**src/rtl/udp_hdr_insert.sv**
```systemverilog
// udp_hdr_insert
// Prepends the 8-byte UDP header to a payload stream that arrives with its
// per-packet addresses, ports, payload length and payload one's-complement sum.
// The payload is never buffered: upstream is stalled (user_trdy_o = 0) while
// the header words are produced, then beats pass through one output register.
//
// Build option: define UDP_HDR_CSUM_EN to compute the UDP checksum including
// the IPv4 pseudo-header (CALC/FOLD states and the accumulator). Without it the
// FSM goes IDLE -> HDR0 directly and the checksum field is 0x0000.
//
// Ports:
//   clk, reset                       clock, synchronous active-high reset
//   hdr_ip_dest_i/hdr_ip_src_i       IPv4 addresses (stable while user_tvld_i)
//   hdr_port_dest_i/hdr_port_src_i   UDP ports
//   user_data_len_i, user_data_csum_i payload length and folded payload sum
//   user_t*_i / user_trdy_o          payload AXI-S input (byte [31:24] first)
//   ip_dest_o, ip_src_o, udp_len_o   header info for the IP stage
//   err_len_o                        sticky length-overflow flag
//   user_t*_o / user_trdy_i          datagram AXI-S output
module udp_hdr_insert (
    input  logic        clk,
    input  logic        reset,
    input  logic [31:0] hdr_ip_dest_i,
    input  logic [31:0] hdr_ip_src_i,
    input  logic [15:0] hdr_port_dest_i,
    input  logic [15:0] hdr_port_src_i,
    input  logic [15:0] user_data_len_i,
    input  logic [15:0] user_data_csum_i,
    input  logic [31:0] user_tdata_i,
    input  logic [3:0]  user_tkeep_i,
    input  logic        user_tlast_i,
    input  logic        user_tvld_i,
    output logic        user_trdy_o,
    output logic [31:0] ip_dest_o,
    output logic [31:0] ip_src_o,
    output logic [15:0] udp_len_o,
    output logic        err_len_o,
    output logic [31:0] user_tdata_o,
    output logic [3:0]  user_tkeep_o,
    output logic        user_tlast_o,
    output logic        user_tvld_o,
    input  logic        user_trdy_i
);

`ifdef UDP_HDR_CSUM_EN
    typedef enum logic [2:0] {
        ST_IDLE = 3'd0, ST_CALC = 3'd1, ST_FOLD = 3'd2,
        ST_HDR0 = 3'd3, ST_HDR1 = 3'd4, ST_PAYLOAD = 3'd5
    } state_t;
`else
    typedef enum logic [2:0] {
        ST_IDLE = 3'd0, ST_HDR0 = 3'd3, ST_HDR1 = 3'd4, ST_PAYLOAD = 3'd5
    } state_t;
`endif

    state_t      state_r, state_s;
    logic [31:0] ip_src_r, ip_dst_r;
    logic [15:0] port_src_r, port_dst_r, udp_len_r;
    logic [15:0] csum_s, udp_len_nx_s;
    logic        load_s, latch_s, ovf_s, hdr0_entry_s;
    logic [31:0] hdr_ip_src_s, hdr_ip_dst_s;
    logic [15:0] hdr_udp_len_s;

    // Output register may load when it is empty or being drained this cycle.
    assign load_s        = !user_tvld_o || user_trdy_i;
    assign latch_s       = (state_r == ST_IDLE) && user_tvld_i;
    assign udp_len_nx_s  = user_data_len_i + 16'd8;
    assign ovf_s         = (user_data_len_i > 16'd65527);
    assign hdr0_entry_s  = (state_s == ST_HDR0) && (state_r != ST_HDR0);
    // Without the checksum path HDR0 is entered on the latch edge itself, so
    // the IP-stage outputs must take the live inputs in that case.
    assign hdr_ip_src_s  = latch_s ? hdr_ip_src_i  : ip_src_r;
    assign hdr_ip_dst_s  = latch_s ? hdr_ip_dest_i : ip_dst_r;
    assign hdr_udp_len_s = latch_s ? udp_len_nx_s  : udp_len_r;

`ifdef UDP_HDR_CSUM_EN
    logic [15:0] data_csum_r, csum_r, term_a_s, term_b_s;
    logic [19:0] acc_r;
    logic [2:0]  calc_cnt_r;

    // Fold the 20-bit accumulator to 16 bits and complement; 0 is sent as 0xFFFF.
    function automatic logic [15:0] csum_fold(input logic [19:0] acc);
        logic [16:0] s;
        logic [15:0] c;
        s = {1'b0, acc[15:0]} + {13'd0, acc[19:16]};
        s = {1'b0, s[15:0]} + {16'd0, s[16]};
        c = ~s[15:0];
        csum_fold = (c == 16'h0000) ? 16'hFFFF : c;
    endfunction

    // Select the two checksum terms added on each CALC cycle.
    always_comb begin
        term_a_s = 16'h0000;
        term_b_s = 16'h0000;
        case (calc_cnt_r)
            3'd0: begin term_a_s = ip_src_r[31:16]; term_b_s = ip_src_r[15:0]; end
            3'd1: begin term_a_s = ip_dst_r[31:16]; term_b_s = ip_dst_r[15:0]; end
            3'd2: begin term_a_s = 16'h0011;        term_b_s = udp_len_r;      end
            3'd3: begin term_a_s = port_src_r;      term_b_s = port_dst_r;     end
            3'd4: begin term_a_s = udp_len_r;       term_b_s = data_csum_r;    end
            default: begin term_a_s = 16'h0000;     term_b_s = 16'h0000;       end
        endcase
    end

    // Checksum accumulator, CALC cycle counter and folded result.
    always_ff @(posedge clk) begin
        if (reset) begin
            acc_r       <= 20'd0;
            calc_cnt_r  <= 3'd0;
            csum_r      <= 16'h0000;
            data_csum_r <= 16'h0000;
        end else if (latch_s) begin
            acc_r       <= 20'd0;
            calc_cnt_r  <= 3'd0;
            data_csum_r <= user_data_csum_i;
        end else if (state_r == ST_CALC) begin
            acc_r      <= acc_r + {4'd0, term_a_s} + {4'd0, term_b_s};
            calc_cnt_r <= calc_cnt_r + 3'd1;
        end else if (state_r == ST_FOLD) begin
            csum_r <= csum_fold(acc_r);
        end
    end

    assign csum_s = csum_r;
`else
    logic unused_csum_s;
    assign unused_csum_s = ^user_data_csum_i;
    assign csum_s        = 16'h0000;
`endif

    // State register.
    always_ff @(posedge clk) begin
        if (reset) begin
            state_r <= ST_IDLE;
        end else begin
            state_r <= state_s;
        end
    end

    // Next-state logic and input-side ready.
    always_comb begin
        state_s     = state_r;
        user_trdy_o = 1'b0;
        case (state_r)
            ST_IDLE: begin
`ifdef UDP_HDR_CSUM_EN
                if (user_tvld_i) state_s = ST_CALC; else state_s = ST_IDLE;
`else
                if (user_tvld_i) state_s = ST_HDR0; else state_s = ST_IDLE;
`endif
            end
`ifdef UDP_HDR_CSUM_EN
            ST_CALC: begin
                if (calc_cnt_r == 3'd4) state_s = ST_FOLD; else state_s = ST_CALC;
            end
            ST_FOLD: state_s = ST_HDR0;
`endif
            ST_HDR0: begin
                if (load_s) state_s = ST_HDR1; else state_s = ST_HDR0;
            end
            ST_HDR1: begin
                if (load_s) state_s = ST_PAYLOAD; else state_s = ST_HDR1;
            end
            ST_PAYLOAD: begin
                user_trdy_o = load_s;
                if (load_s && user_tvld_i && user_tlast_i) state_s = ST_IDLE;
                else state_s = ST_PAYLOAD;
            end
            default: state_s = ST_IDLE;
        endcase
    end

    // Per-packet header latch and sticky length error.
    always_ff @(posedge clk) begin
        if (reset) begin
            ip_src_r   <= 32'd0;
            ip_dst_r   <= 32'd0;
            port_src_r <= 16'd0;
            port_dst_r <= 16'd0;
            udp_len_r  <= 16'd0;
            err_len_o  <= 1'b0;
        end else if (latch_s) begin
            ip_src_r   <= hdr_ip_src_i;
            ip_dst_r   <= hdr_ip_dest_i;
            port_src_r <= hdr_port_src_i;
            port_dst_r <= hdr_port_dest_i;
            udp_len_r  <= udp_len_nx_s;
            err_len_o  <= err_len_o | ovf_s;
        end
    end

    // IP-stage outputs, refreshed on entry to HDR0 and held until the next one.
    always_ff @(posedge clk) begin
        if (reset) begin
            ip_src_o  <= 32'd0;
            ip_dest_o <= 32'd0;
            udp_len_o <= 16'd0;
        end else if (hdr0_entry_s) begin
            ip_src_o  <= hdr_ip_src_s;
            ip_dest_o <= hdr_ip_dst_s;
            udp_len_o <= hdr_udp_len_s;
        end
    end

    // Output register: header words, then payload pass-through.
    always_ff @(posedge clk) begin
        if (reset) begin
            user_tdata_o <= 32'd0;
            user_tkeep_o <= 4'd0;
            user_tlast_o <= 1'b0;
            user_tvld_o  <= 1'b0;
        end else if (load_s) begin
            case (state_r)
                ST_HDR0: begin
                    user_tdata_o <= {port_src_r, port_dst_r};
                    user_tkeep_o <= 4'hF;
                    user_tlast_o <= 1'b0;
                    user_tvld_o  <= 1'b1;
                end
                ST_HDR1: begin
                    user_tdata_o <= {udp_len_r, csum_s};
                    user_tkeep_o <= 4'hF;
                    user_tlast_o <= 1'b0;
                    user_tvld_o  <= 1'b1;
                end
                ST_PAYLOAD: begin
                    user_tdata_o <= user_tdata_i;
                    user_tkeep_o <= user_tkeep_i;
                    user_tlast_o <= user_tlast_i;
                    user_tvld_o  <= user_tvld_i;
                end
                default: begin
                    user_tvld_o <= 1'b0;
                end
            endcase
        end
    end

endmodule
```
**config.mk**
```make
export PLATFORM = sky130hd
export DESIGN_NAME = udp_hdr_insert
export DESIGN_NICKNAME = d
export VERILOG_FILES = /design/src/rtl/udp_hdr_insert.sv
export SDC_FILE = /design/constraint.sdc
export NUM_CORES = 1
export LEC_CHECK = 0
export ABC_CLOCK_PERIOD_IN_PS = 4200
export CORE_MARGIN = 2
export CORE_UTILIZATION = 45
export DETAILED_ROUTE_END_ITERATION = 8
export PLACE_DENSITY = 0.88
export SKIP_LAST_GASP = 1
export SLEW_MARGIN = 30
export SYNTH_ARGS = -nofsm -noshare
export SYNTH_HDL_FRONTEND = slang
export SYNTH_SLANG_ARGS = --single-unit
```
**constraint.sdc**
```tcl
create_clock -name clk -period 4.2 [get_ports clk]
set_input_delay 0.63 -clock clk [delete_from_list [all_inputs] [get_ports clk]]
set_output_delay 0.63 -clock clk [all_outputs]
set_load 0.02 [all_outputs]
```
After elaboration in Yosys (flattened, before gate mapping) --
Cells that the tools add are included.
Word-level totals: word-level logic and storage cells 47, bits of input ports 169, register bits after elaboration 234, output and inout bits 120
Operators by class: magnitude comparators 1, bitwise logic cells 1, add/subtract/negate cells 1, reduce and logical (&&, ||, !) cells 12, equality and inequality tests 5, mux-type cells 13
Operator list (number):
- 32-bit one-hot mux with 3 select lines | 1
- 32-bit two-way mux | 2
- 16-bit by 4-bit adder with 16-bit output (second input constant) | 1
- 16-bit greater-than comparator (second input constant) | 1
- 16-bit two-way mux | 1
- 3-bit one-hot mux with 4 select lines | 1
- 4-bit one-hot mux with 2 select lines | 1
- 3-bit by 2-bit equality test with 1-bit output (second input constant) | 2
- 3-bit equality test (second input constant) | 2
- 3-bit two-way mux | 2
- 1-bit logical AND | 4
- 1-bit one-hot mux with 2 select lines | 2
- 2-bit AND reduction | 2
- 3-bit logical NOT | 1
- 3-bit by 2-bit != test with 1-bit output (second input constant) | 1
- 3-bit nonzero test | 1
- 1-bit two-way mux | 2
- 2-bit two-way mux | 1
- 2-bit nonzero test | 1
- 2-bit OR reduction | 1
- 1-bit logical NOT | 1
- 1-bit logical OR | 1
- 1-bit bitwise OR | 1

Longest topological paths before layout --
word-level depth 8, mapped depth 7, mapped depth without buffers 5

Worst setup path after synthesis --
OpenSTA, ideal clock, no wires.
path kind in2out, from input user_trdy_i, to output user_trdy_o, path buffers 1, arrival time 1.289 ns, required time 3.570 ns, slack 2.281 ns, cell stages on the path 4, path through nand2b_1 > clkbuf_1 > nand3_1 > inv_1
Between the ends: cells in the longest elaborated chain, start to end 2
RTL lines:
- from (decl) | line 42 | input logic user_trdy_i
- 1-bit logical OR | line 65 | assign load_s = !user_tvld_o || user_trdy_i;
- 1-bit two-way mux | line 144 | case (state_r)
- to (decl) | line 33 | output logic user_trdy_o,
Every way passes these cells.

Final worst setup path --
Same ends and word-level chain as after synthesis.

==> results.py <==
metrics = {
    "run_status": {
        "outcome": "complete, no violations",
    },
    "setup_path": {
        "crit_type": "input port to primary output",
        "crit_arrival_ps": 2440,
        "critical_path.max_fanout": 7,
        "worst-path-buf-inv": 3,
        "path_cells": "clkdlybuf4s50_1 -> nand2b_1 -> nand3_1 -> inv_1 -> clkdlybuf4s50_1",
        "rrSetupSlack_ps": 1640,
        "reg2reg_depth": 5,
        "cpPeakStageDelay_ps": 630,
        "critPathMostFrequentCell": "clkdlybuf4s50_1",
        "critical_path_required_ps": 3570,
        "r2r_end": "user_tdata_o[10]",
        "rr_startpoint": "state_r[2]",
        "end_kind": "primary output",
        "critPathTopFamily": "buffers and inverters",
        "slowest_stage": "clkdlybuf4s50_1",
        "startpoint_type": "input port",
    },
    "global_route": {
        "grt_antenna_before_repair": 1,
        "grt_pass1_vias": 6337,
        "grt_max_degree": 108,
        "grt_pass1_wl_um": 32300,
        "gr-total-overflow": 0,
        "grt_usage": 0.2561,
    },
    "floorplan": {
        "ios": 289,
        "fp-row-count": 44,
        "fp.dieW_um": 125.6,
        "chipHeight_um": 125.6,
        "dieArea_um2": 15760,
        "initial_core_util": 0.4592,
        "core_area_um2": 14480,
    },
    "min_path": {
        "min_path_cells": 2,
        "hp-start": "ip_dest_o[2]",
        "holdPathEnd": "ip_dest_o[2]",
        "min_path_type": "flip-flop to flip-flop",
    },
    "sta": {
        "tightest_slew_ps": 823.9,
        "finalMaxSlewViolations": 0,
        "rsz0062_at_grt": "no",
        "setup_viol": 0,
        "finalCritPeriodShare": 0.7298,
        "timing.fmax_ghz": 0.3263,
        "max_slew_margin": 0.4507,
        "tns_ps": 0,
        "worst_hold_slack_ps": 450.0,
        "hold_viol_final": 0,
        "finalClockSkew_ps": 11.27,
        "fin_crit_ps": 3065,
    },
    "cts": {
        "cts_resized": 0,
        "cts_tree": "done",
        "hold_buffers": 0,
        "numCtsBuffers": 17,
        "post-cts-setup-buffers": 0,
        "clock_sink_count": 170,
        "clock_path_buffers": 2,
        "cts_max_level": 4,
        "clkTransAtPathRegs_ps": 60,
        "insertion_delay_ps": 430,
        "root_buffer": "clkbuf_16",
    },
    "synth": {
        "synth_ff_type": "dfxtp_1",
        "yosysSeqAreaShare": 0.5119,
        "async_reset_ff_frac": 0,
        "yosys_register_bits": 170,
        "post-synth-top-area-cell": "dfxtp_1",
        "synth_fp_nets": 1003,
        "ys_warn_count": 0,
        "yosysUniqueCellTypes": 40,
        "netlist_top_cells_area": "dfxtp_1 51%, nand2_1 15%, a21oi_1 9.6%",
        "netlist_area_um2": 6649,
        "syn_area_per_cell_um2": 7.982,
        "synth_edf_count": 0,
        "synth_cells": 833,
        "synth_top_area_frac": 0.5119,
    },
    "flow_run": {
        "maxCapViolations": 0,
    },
    "power": {
        "p_leak_nw": 3.479,
        "pwr_density_cell_nw_per_um2": 398.8,
        "ir_drop_mv": 0.3326,
        "fin_total_pwr_mw": 3.942,
    },
    "cells_and_area": {
        "nets": 1229,
        "n_fill_cell": 1143,
        "utilization": 0.6827,
        "final_cell_area_um2": 9884,
        "layout_commonest_cell": "clkdlybuf4s50_1",
        "areaGrowthSynthToFinish_pct": 48.66,
        "drive_gt1_frac": 0.04108,
        "final_cell_mix": "271 x clkdlybuf4s50_1, 259 x nand2_1, 169 x dfxtp_1",
    },
    "detailed_routing": {
        "routed_via_density": 5.292,
        "drc_errors": 0,
        "antenna_left": 0,
        "initialDrtViolationCount": 517,
        "first_pass_iters": 5,
        "routed_wl_um": 20520,
        "wire_per_inst_um": 16.34,
        "vias": 6647,
    },
    "placed_design": {
        "routabilityCongestion": 0.7969,
        "hpwl_um": 13970,
        "dpl_cell_area_um2": 9354,
        "portBuffers": 272,
    },
}
==> logic make-up (layout without fill, tap and decap cells) <==
kind of cell / Yosys count / after routing / synth area share
other: 0 / 1 / 0
and+or+nand+nor: 380 / 380 / 0.2375
adders and majority gates: 1 / 1 / 0.001882
xor gates and xnor gates: 3 / 3 / 0.003953
AOI/OAI and AO/OA: 181 / 181 / 0.1598
muxes: 20 / 20 / 0.03011
buffers and inverters: 78 / 316 / 0.05495
DFF: 170 / 170 / 0.5119
==> cells in the mapped netlist (2+ instances only) <==
cell type    n
a21oi_1    127
a311oi_1    16
a31oi_1      4
a41oi_1      2
buf_2       22
buf_4       12
clkbuf_1    38
dfxtp_1    170
inv_1        5
mux2i_1     20
nand2_1    259
nand2b_1     6
nand3_1     23
nand4_1      4
nor2_1      48
nor2b_1      3
nor3_1      22
nor3b_1      2
nor4_1       6
o211ai_1    16
o21a_1       7
o31a_1       2
xor2_1       2
==> power by group <==
part           leakage (nW)  internal [mW]  total (mW)  switching (mW)
Clock                 0.252          0.760        1.43           0.665
Sequential             1.39           1.72        1.80          0.0749
Combinational          1.83          0.348       0.718           0.370
==> tightest hold or removal path: stages (launching register included) <==
cell,delay [ps]
dfxtp_1,310
nand2_1,50
a21oi_1,50
==> registers in the layout, summed over array words and instances (netlist names) <==
register and count:
user_tlast_o 1, state_r 3, ip_dest_o 32, err_len_o 1, udp_len_o 16, user_tvld_o 1, ip_src_o 32, port_dst_r 16
user_tkeep_o 4, port_src_r 16, user_tdata_o 32, udp_len_r 16
==> final cells by class <==
class / instances / area (um^2) / area share
sequential: 170 / 3407 / 0.3447
antenna: 1 / 2.502 / 0.0002532
inverter: 5 / 18.77 / 0.001899
multi-input combinational: 585 / 2908 / 0.2942
tap: 184 / 230.2 / 0.02329
clock inverter: 12 / 92.59 / 0.009367
clock buffer: 19 / 432.9 / 0.04380
timing repair buffer: 280 / 2793 / 0.2825
==> stage by stage <==
step,cells,setup WS [ps]
after CTS,1255,842.5
after floorplan,833,2281
after detailed placement,1224,1117
after global placement,1224,1132
after global routing,1256,1034
final,1256,1135
==> routing by layer <==
layer  GRT usage  vias up  wire [um]
li1            -     3254          -
met1      0.3015     3088       7892
met2      0.4382      267      10200
met3     0.07959       38       1935
met4     0.09542        0        496
met5           0        -          0
==> worst max-delay path by stage <==
| stage | from | to | slack [ps] | cells after the start |
|---|---|---|---|---|
| after global routing | user_trdy_i | user_trdy_o | 1030 | 5 |
| after global placement | user_trdy_i | user_trdy_o | 1130 | 5 |
| after CTS | state_r[0] | user_trdy_o | 840 | 3 |
| after floorplan | user_trdy_i | user_trdy_o | 2280 | 4 |
| final | user_trdy_i | user_trdy_o | 1130 | 5 |
| after detailed placement | user_trdy_i | user_trdy_o | 1120 | 5 |
Note: power is estimated with default switching activity, not from simulation.
